`src/rtl/wb_arbiter.sv`:
```
// Writeback bus arbiter: one holding register per functional unit (ALU/MEM/MUL),
// round-robin grant of one held result per cycle onto a registered result bus.
module wb_arbiter #(
  parameter int WORD_SIZE       = 32,
  parameter int ROB_ENTRY_WIDTH = 4
) (
  input  logic                       clk,
  input  logic                       rst,
  input  logic                       flush,
  input  logic                       alu_valid,
  input  logic [WORD_SIZE-1:0]       alu_data,
  input  logic [ROB_ENTRY_WIDTH-1:0] alu_rob_id,
  input  logic                       mem_valid,
  input  logic [WORD_SIZE-1:0]       mem_data,
  input  logic [ROB_ENTRY_WIDTH-1:0] mem_rob_id,
  input  logic                       mul_valid,
  input  logic [WORD_SIZE-1:0]       mul_data,
  input  logic [ROB_ENTRY_WIDTH-1:0] mul_rob_id,
  output logic                       alu_stall,
  output logic                       mem_stall,
  output logic                       mul_stall,
  output logic                       wb_valid,
  output logic [WORD_SIZE-1:0]       wb_data,
  output logic [ROB_ENTRY_WIDTH-1:0] wb_rob_id,
  output logic [1:0]                 wb_src
);

  localparam logic [1:0] SRC_ALU = 2'd0;
  localparam logic [1:0] SRC_MUL = 2'd2;

  logic [2:0]                 in_valid_s;
  logic [WORD_SIZE-1:0]       in_data_s [0:2];
  logic [ROB_ENTRY_WIDTH-1:0] in_tag_s  [0:2];

  logic [2:0]                 hold_valid_r;
  logic [WORD_SIZE-1:0]       hold_data_r [0:2];
  logic [ROB_ENTRY_WIDTH-1:0] hold_tag_r  [0:2];
  logic [1:0]                 rr_ptr_r;

  logic [2:0]                 grant_s;
  logic [2:0]                 stall_s;
  logic [1:0]                 winner_s;
  logic [1:0]                 scan_s;
  logic                       any_grant_s;

  logic                       wb_valid_r;
  logic [WORD_SIZE-1:0]       wb_data_r;
  logic [ROB_ENTRY_WIDTH-1:0] wb_tag_r;
  logic [1:0]                 wb_src_r;

  assign in_valid_s   = {mul_valid, mem_valid, alu_valid};
  assign in_data_s[0] = alu_data;
  assign in_data_s[1] = mem_data;
  assign in_data_s[2] = mul_data;
  assign in_tag_s[0]  = alu_rob_id;
  assign in_tag_s[1]  = mem_rob_id;
  assign in_tag_s[2]  = mul_rob_id;

  // Round-robin search over held results starting at rr_ptr (a stray 3 aliases to 0)
  always_comb begin
    any_grant_s = 1'b0;
    winner_s    = SRC_ALU;
    scan_s      = (rr_ptr_r == 2'd3) ? 2'd0 : rr_ptr_r;
    for (int i = 0; i < 3; i++) begin
      if (!any_grant_s && hold_valid_r[scan_s]) begin
        any_grant_s = 1'b1;
        winner_s    = scan_s;
      end else begin
        any_grant_s = any_grant_s;
      end
      scan_s = (scan_s == 2'd2) ? 2'd0 : scan_s + 2'd1;
    end
  end

  // One-hot grant vector from the search result
  always_comb begin
    grant_s = 3'b000;
    if (any_grant_s) begin
      grant_s[winner_s] = 1'b1;
    end else begin
      grant_s = 3'b000;
    end
  end

  // A granted slot frees this cycle, so only losers of arbitration stall
  assign stall_s   = hold_valid_r & ~grant_s & {3{~flush}};
  assign alu_stall = stall_s[0];
  assign mem_stall = stall_s[1];
  assign mul_stall = stall_s[2];

  // Holding registers: a new load beats the clear of a just-granted entry
  always_ff @(posedge clk or posedge rst) begin
    if (rst) begin
      hold_valid_r <= 3'b000;
      for (int i = 0; i < 3; i++) begin
        hold_data_r[i] <= {WORD_SIZE{1'b0}};
        hold_tag_r[i]  <= {ROB_ENTRY_WIDTH{1'b0}};
      end
    end else if (flush) begin
      hold_valid_r <= 3'b000;
    end else begin
      for (int i = 0; i < 3; i++) begin
        if (in_valid_s[i] && !stall_s[i]) begin
          hold_valid_r[i] <= 1'b1;
          hold_data_r[i]  <= in_data_s[i];
          hold_tag_r[i]   <= in_tag_s[i];
        end else if (grant_s[i]) begin
          hold_valid_r[i] <= 1'b0;
        end
      end
    end
  end

  // Result bus register and round-robin pointer advance
  always_ff @(posedge clk or posedge rst) begin
    if (rst) begin
      wb_valid_r <= 1'b0;
      wb_data_r  <= {WORD_SIZE{1'b0}};
      wb_tag_r   <= {ROB_ENTRY_WIDTH{1'b0}};
      wb_src_r   <= SRC_ALU;
      rr_ptr_r   <= 2'd0;
    end else if (flush) begin
      wb_valid_r <= 1'b0;
    end else if (any_grant_s) begin
      wb_valid_r <= 1'b1;
      wb_data_r  <= hold_data_r[winner_s];
      wb_tag_r   <= hold_tag_r[winner_s];
      wb_src_r   <= winner_s;
      rr_ptr_r   <= (winner_s == SRC_MUL) ? SRC_ALU : winner_s + 2'd1;
    end else begin
      wb_valid_r <= 1'b0;
    end
  end

  assign wb_valid  = wb_valid_r;
  assign wb_data   = wb_data_r;
  assign wb_rob_id = wb_tag_r;
  assign wb_src    = wb_src_r;

endmodule

```
`config.mk`:
```
export PLATFORM = sky130hd
export DESIGN_NAME = wb_arbiter
export DESIGN_NICKNAME = d
export VERILOG_FILES = /design/src/rtl/wb_arbiter.sv
export SDC_FILE = /design/constraint.sdc
export NUM_CORES = 1
export LEC_CHECK = 0
export ABC_AREA = 1
export CAP_MARGIN = 10
export CELL_PAD_IN_SITES_DETAIL_PLACEMENT = 1
export CELL_PAD_IN_SITES_GLOBAL_PLACEMENT = 1
export CORE_UTILIZATION = 33
export DETAILED_ROUTE_END_ITERATION = 6
export GPL_TIMING_DRIVEN = 1
export PLACE_DENSITY_LB_ADDON = 0.1
export SLEW_MARGIN = 20
export SYNTH_ARGS = -nofsm -noshare
export SYNTH_HDL_FRONTEND = slang
export SYNTH_SLANG_ARGS = --single-unit
```
`constraint.sdc`:
```
create_clock -name clk -period 4.65 [get_ports clk]
set_clock_uncertainty 0.1 [all_clocks]
set_input_delay 0.465 -clock clk [delete_from_list [all_inputs] [get_ports clk]]
set_output_delay 0.465 -clock clk [all_outputs]
set_load 0.05 [all_outputs]
```
==> flow_metrics.tcl, run 1 <==
set metrics [dict create \
    grt-ovfl-total 0 \
    rsz0062_at_grt "false" \
    worst_slack_ns 0.6172 \
    core_area_um2 20230 \
    combinationalPowerShare 0.448 \
    p_sw_frac 0.4388 \
    path_depth 12 \
    period_share 0.8673 \
    die_h_um 145.5 \
    ant_nets 0 \
    first_pass_iters 4 \
    hpwl_um 13010 \
    required_ns 4.09 \
    fin_crit_ns 4.033 \
    cts_resized 0 \
    grt_pass1_vias 6161 \
    vias 5889 \
    crit_path_end "mul_stall" \
    crit_path_start_kind "register" \
    regToRegSetupSlack_ns 0.90 \
    cp_max_fo 23 \
    cp.arrival_ns 3.47 \
    seqPwrFrac 0.323 \
    finalInstanceArea_um2 9244 \
    timing.rr.end "hold_data_r[94]" \
    vias_per_cell 4.704 \
    cts-root-buf "clkbuf_16" \
    cpPeakStageDelay_ns 0.80 \
    slew_headroom 0.3989 \
    tritoncts "yes" \
    numClockSinks 152 \
    die_w_um 145.5 \
    path_cells "inv_1, ha_1, inv_2, nand2_1, nand3_1, nand2_1, nand3_1, nand2_1, nor2_4, nand3_1, inv_1, clkdlybuf4s50_1" \
    avgSynthCellArea_um2 8.198 \
    grt_max_degree 153 \
    area_growth_pct 36.01 \
    clkPwrFrac 0.229 \
    cts-hold-fix-buffers 0 \
    reg2regPathDepth 14 \
    critPathBufInv 4 \
    slowest_stage "clkdlybuf4s50_1" \
    fmax_mhz 248.0 \
    synth_fa_ha_area_frac 0.007364 \
    clk_pin_slew_worst_paths_ns 0.06 \
    crit_type "register to primary output" \
    synthCells 829 \
    synthMuxAreaShare 0 \
    min_path_type "register to register" \
    ys_ff_latch 152 \
    worstMarginPinSlew_ns 0.8985 \
    num_rows 52 \
    setup_viol 0 \
    outcome "complete, no violations" \
    netlist_area_um2 6797 \
    wl_um 20340 \
    drive_gt1_frac 0.06517 \
    num_antenna_cells 0 \
    drc_errors 0 \
    port_buffers 155 \
    intPower_mw 3.938 \
    clk_latency_ns 0.43 \
    fin_setup_tns_ns 0 \
    cts_buffer_depth 2 \
    nNetsFinal 1087 \
    h-tree-depth 4 \
    antenna_found_initial 0 \
    place_area_um2 8558 \
    startpoint "rr_ptr_r[0]" \
    leakage_nw 4.581 \
    synth_simple_gate_area_frac 0.2607 \
    syn_nets 947 \
    p_per_area_nw_per_um2 759.0 \
    dp_slack_ns 0.8935 \
    peakVddDrop_uv 331.4 \
    routedWlPerCell_um 16.25 \
    worstSetupEndpointType "primary output" \
    synth_compound_area_frac 0.07603 \
    initial_core_util 0.3359 \
    finalPower_mw 7.017 \
    yosysSeqAreaShare 0.5596 \
    p_switching_mw 3.079 \
    first_iter_violations 300 \
    fillers 2407 \
    cts_setup_buffers 0 \
    slew_violations 0 \
    grt_util_all_layers 0.2031 \
    yosysWarnings 0 \
    cts_made_buffers 17 \
    gp_congestion 0.7941 \
    hold_viol 0 \
    io_pins 156 \
    synth_top_family_by_area "simple AND/OR/NAND/NOR gates" \
    cpLargestDelayFamily "buffers and inverters" \
    synth_xor_area_frac 0 \
    dieArea_um2 21170 \
    grt_pass1_wl_um 33310 \
    r2r-start "rr_ptr_r[0]" \
    max_cap_violations 0 \
    ys_types 24 \
]
==> worst min path at each step <==
stage,from,endpoint,slack (ns),cells past startpoint
2_1_floorplan,hold_data_r[64],hold_data_r[64],0.34,2
3_3_place_gp,hold_data_r[76],hold_data_r[76],0.35,2
3_5_place_dp,hold_data_r[66],hold_data_r[66],0.36,2
4_1_cts,hold_data_r[66],hold_data_r[66],0.37,2
5_1_grt,hold_data_r[86],hold_data_r[86],0.40,2
6_report,hold_data_r[66],hold_data_r[66],0.37,2
==> sequential cells by signal (all words and copies together), names as in the netlist <==
register	cells
rr_ptr_r	2
wb_rob_id	4
hold_data_r	96
hold_valid_r	3
hold_tag_r	12
wb_valid	1
wb_data	32
wb_src	2
==> layout by cell type (no fill, tap or decap), drive strengths merged <==
master         Yosys  layout
clkdlybuf4s50      0     154
buf               29      13
o21ai             82      82
nand2            262     262
clkbuf            17      19
o22ai              1       1
dfrtp            152     152
nor3               1       1
nand3            101     101
inv              110     111
or2                4       4
clkinv             0       4
clkinvlp           0       2
nand4             18      18
ha                 4       4
nor2              28      28
bufinv             0       6
a21oi             20      20
==> layout make-up <==
| cell class | count | area, um2 | area share |
|---|---|---|---|
| flip-flops and latches | 152 | 3804 | 0.4115 |
| multi-input cells | 521 | 2349 | 0.2541 |
| repair buffers | 167 | 1652 | 0.1787 |
| clock buffers | 19 | 442.9 | 0.04792 |
| inverters | 110 | 416.7 | 0.04507 |
| well taps | 270 | 337.8 | 0.03655 |
| clock inverters | 13 | 242.7 | 0.02626 |
==> power by group through the flow <==
| stage | clock network (mW) | logic [mW] | registers [mW] |
|---|---|---|---|
| floorplan | 0 | 1.65 | 2.72 |
| global placement | 0 | 3.11 | 2.28 |
| detailed placement | 0 | 3.18 | 2.28 |
| CTS | 1.63 | 3.19 | 2.27 |
| global route | 1.68 | 3.48 | 2.34 |
| finish | 1.61 | 3.14 | 2.27 |
==> logic make-up (layout without fill, tap and decap cells) <==
group                    Yosys count  in the layout
AO/OA/AOI/OAI                    103            103
adder cells (fa/ha/maj)            4              4
buffers and inverters            156            309
flip-flops                       152            152
AND/OR/NAND/NOR                  414            414
==> per-stage QoR <==
step / hold WS [ns] / util / instances
global route: 0.3956 / 0.4568 / 1252
CTS: 0.3740 / 0.4568 / 1252
detailed placement: 0.3591 / 0.4230 / 1220
finish: 0.3695 / 0.4568 / 1252
floorplan: 0.3422 / - / 829
global placement: 0.3540 / 0.4230 / 1220
==> tightest hold or removal path, delay by kind of cell, from the launching register on <==
family,cells,cell delay (ns)
and+or+nand+nor,2,0.10
DFF,1,0.34
==> metal layers <==
metal,vias up,part of all wire,global-route usage
met4,0,0.0067,0.04421
met2,116,0.48,0.3305
met5,-,0,0
met3,8,0.039,0.04107
met1,2872,0.48,0.2799
li1,2893,-,-
==> Yosys cell counts <==
| cell | count | area share |
|---|---|---|
| nand2_1 | 260 | 0.14 |
| nand2_2 | 2 | 0.0018 |
| buf_1 | 1 | 0.00055 |
| clkbuf_2 | 1 | 0.00074 |
| ha_1 | 4 | 0.0074 |
| dfrtp_1 | 152 | 0.56 |
| inv_2 | 4 | 0.0022 |
| nor2_4 | 1 | 0.0017 |
| nor2_1 | 24 | 0.013 |
| a21oi_1 | 20 | 0.015 |
| buf_4 | 8 | 0.0088 |
| nand3_1 | 98 | 0.072 |
| o21ai_0 | 77 | 0.057 |
| o22ai_1 | 1 | 0.00092 |
| inv_1 | 106 | 0.059 |
| nor3_1 | 1 | 0.00074 |
| o21ai_1 | 5 | 0.0037 |
| nand4_1 | 18 | 0.017 |
| nor2_2 | 3 | 0.0028 |
| nand3_2 | 3 | 0.0044 |
| clkbuf_1 | 16 | 0.0088 |
| or2_2 | 4 | 0.0037 |
| buf_2 | 18 | 0.013 |
| buf_6 | 2 | 0.0033 |
Note: power is estimated with default switching activity, not from simulation.
==> run 2, diff against run 1 <==
Settings changed: GPL_TIMING_DRIVEN 1 to 0.
==> flow_metrics.tcl, run 2 (synthesis results as in run 1) <==
set metrics [dict create \
    cts_buffer_depth 2 \
    rsz0062_at_grt "false" \
    leakage_nw 4.639 \
    cp.arrival_ns 3.67 \
    core_area_um2 20230 \
    numClockSinks 152 \
    r2r-start "rr_ptr_r[0]" \
    outcome "complete, no violations" \
    first_pass_iters 4 \
    regArea_um2 3804 \
    vias_per_cell 4.799 \
    p_per_area_nw_per_um2 756.1 \
    nNetsFinal 1126 \
    dieArea_um2 21170 \
    gr-usage-met3 0.04075 \
    io_pins 156 \
    drive_gt1_frac 0.08227 \
    fin_setup_tns_ns 0 \
    worstMarginPinSlew_ns 1.030 \
    max_flop_register "hold_data_r" \
    ant_nets 0 \
    required_ns 4.09 \
    num_rows 52 \
    wl_um 24200 \
    intPower_mw 3.709 \
    reg2regPathDepth 13 \
    die_h_um 145.5 \
    slew_violations 0 \
    cts_setup_buffers 0 \
    slew_headroom 0.3137 \
    tritoncts "yes" \
    die_w_um 145.5 \
    area_growth_pct 37.74 \
    mostFrequentLayoutCells "260 x nand2_1, 155 x clkdlybuf4s50_1, 152 x dfrtp_1" \
    grt_pass1_vias 6512 \
    initial_core_util 0.3359 \
    cpLargestDelayFamily "buffers and inverters" \
    drc_errors 0 \
    peakVddDrop_uv 409.9 \
    place_area_um2 8797 \
    p_sw_frac 0.4760 \
    hpwl_um 17070 \
    cts_made_buffers 17 \
    combinationalPowerShare 0.488 \
    gr-usage-met1 0.3196 \
    setup_viol 0 \
    final_common_cell "nand2_1" \
    grt_max_degree 33 \
    gp_congestion 0.8741 \
    fmax_mhz 236.3 \
    period_share 0.9100 \
    fin_crit_ns 4.232 \
    cp_max_fo 10 \
    clk_pin_slew_worst_paths_ns 0.07 \
    fillers 2428 \
    timing.rr.end "hold_data_r[9]" \
    regToRegSetupSlack_ns 1.70 \
    critPathBufInv 5 \
    clkPwrFrac 0.189 \
    slowest_stage "clkdlybuf4s50_1" \
    crit_path_start_kind "register" \
    h-tree-depth 4 \
    hold_viol 0 \
    busiest_layer "met2" \
    cts-hold-fix-buffers 0 \
    routedWlPerCell_um 18.75 \
    worst_slack_ns 0.4184 \
    max_cap_violations 0 \
    vias 6195 \
    path_cells "inv_1, ha_1, inv_2, nand2_1, nand3_1, nand2_1, nand3_1, nand2_1, nor2_4, buf_1, nand3_1, inv_1, clkdlybuf4s50_1" \
    cpPeakStageDelay_ns 0.81 \
    min_path_type "primary input to asynchronous set/reset pin" \
    grt_util_all_layers 0.2421 \
    dp_slack_ns 0.9043 \
    clk_latency_ns 0.44 \
    cts_resized 0 \
    seqPwrFrac 0.323 \
    worstSetupEndpointType "primary output" \
    grt_use_met2 0.4041 \
    multi_input_comb_area_um2 2338 \
    largest_reg_flops 96 \
    grt_pass1_wl_um 37920 \
    antenna_found_initial 0 \
    p_switching_mw 3.369 \
    cts-root-buf "clkbuf_16" \
    port_buffers 155 \
    first_iter_violations 370 \
    grt-ovfl-total 0 \
    finalInstanceArea_um2 9361 \
    crit_type "register to primary output" \
    num_antenna_cells 0 \
]
==> run 2: changes by cell type in the layout (fill, tap and decap cells not counted), moves of 2 or more <==
cell / before / now
buf_12: 1 / 4
inv_6: 1 / 5
buf_2: 0 / 18
clkbuf_1: 1 / 16
clkinvlp_4: 2 / 5
buf_6: 0 / 2
bufinv_16: 6 / 0
buf_4: 12 / 8
==> run 2: worst max path at each step <==
stage	slack, ns	depth (start not counted)	end	startpoint
floorplan	2.04	12	mul_stall	rr_ptr_r[0]
global placement	0.67	2	hold_data_r[10]	rst
detailed placement	0.90	13	mul_stall	rr_ptr_r[0]
CTS	0.43	13	mul_stall	rr_ptr_r[0]
global route	0.25	13	mul_stall	rr_ptr_r[0]
finish	0.42	13	mul_stall	rr_ptr_r[0]
==> run 2: per-layer routing <==
metal / vias to the layer above / wire (um)
met1: 3036 / 10720
li1: 2970 / -
met2: 170 / 11850
met4: 0 / 374
met3: 19 / 1255
met5: - / 0
==> run 2: area by class of cell <==
cell class,instances,share of cell area
clock inverter,13,0.01190
clock buffer,19,0.04838
sequential,152,0.4063
tap,270,0.03609
inverter,110,0.04451
buffer,46,0.02580
timing repair buffer,160,0.1772
multi-input combinational,521,0.2498
==> run 2: stage by stage <==
| stage | cells | hold WS [ns] | total power, mW | utilization |
|---|---|---|---|---|
| after detailed placement | 1259 | 0.3596 | 5.772 | 0.4348 |
| after global placement | 1254 | 0.3543 | 5.679 | 0.4294 |
| after floorplan | 829 | 0.3422 | 4.371 | - |
| after CTS | 1291 | 0.3513 | 7.124 | 0.4627 |
| final | 1291 | 0.3463 | 7.078 | 0.4627 |
| after global routing | 1291 | 0.3854 | 7.526 | 0.4627 |
==> run 2: power by group through the flow <==
stage | Sequential [mW] | Combinational (mW) | Clock (mW)
floorplan | 2.72 | 1.65 | 0
global placement | 2.29 | 3.39 | 0
detailed placement | 2.30 | 3.47 | 0
CTS | 2.29 | 3.48 | 1.35
global route | 2.36 | 3.76 | 1.41
finish | 2.29 | 3.45 | 1.34
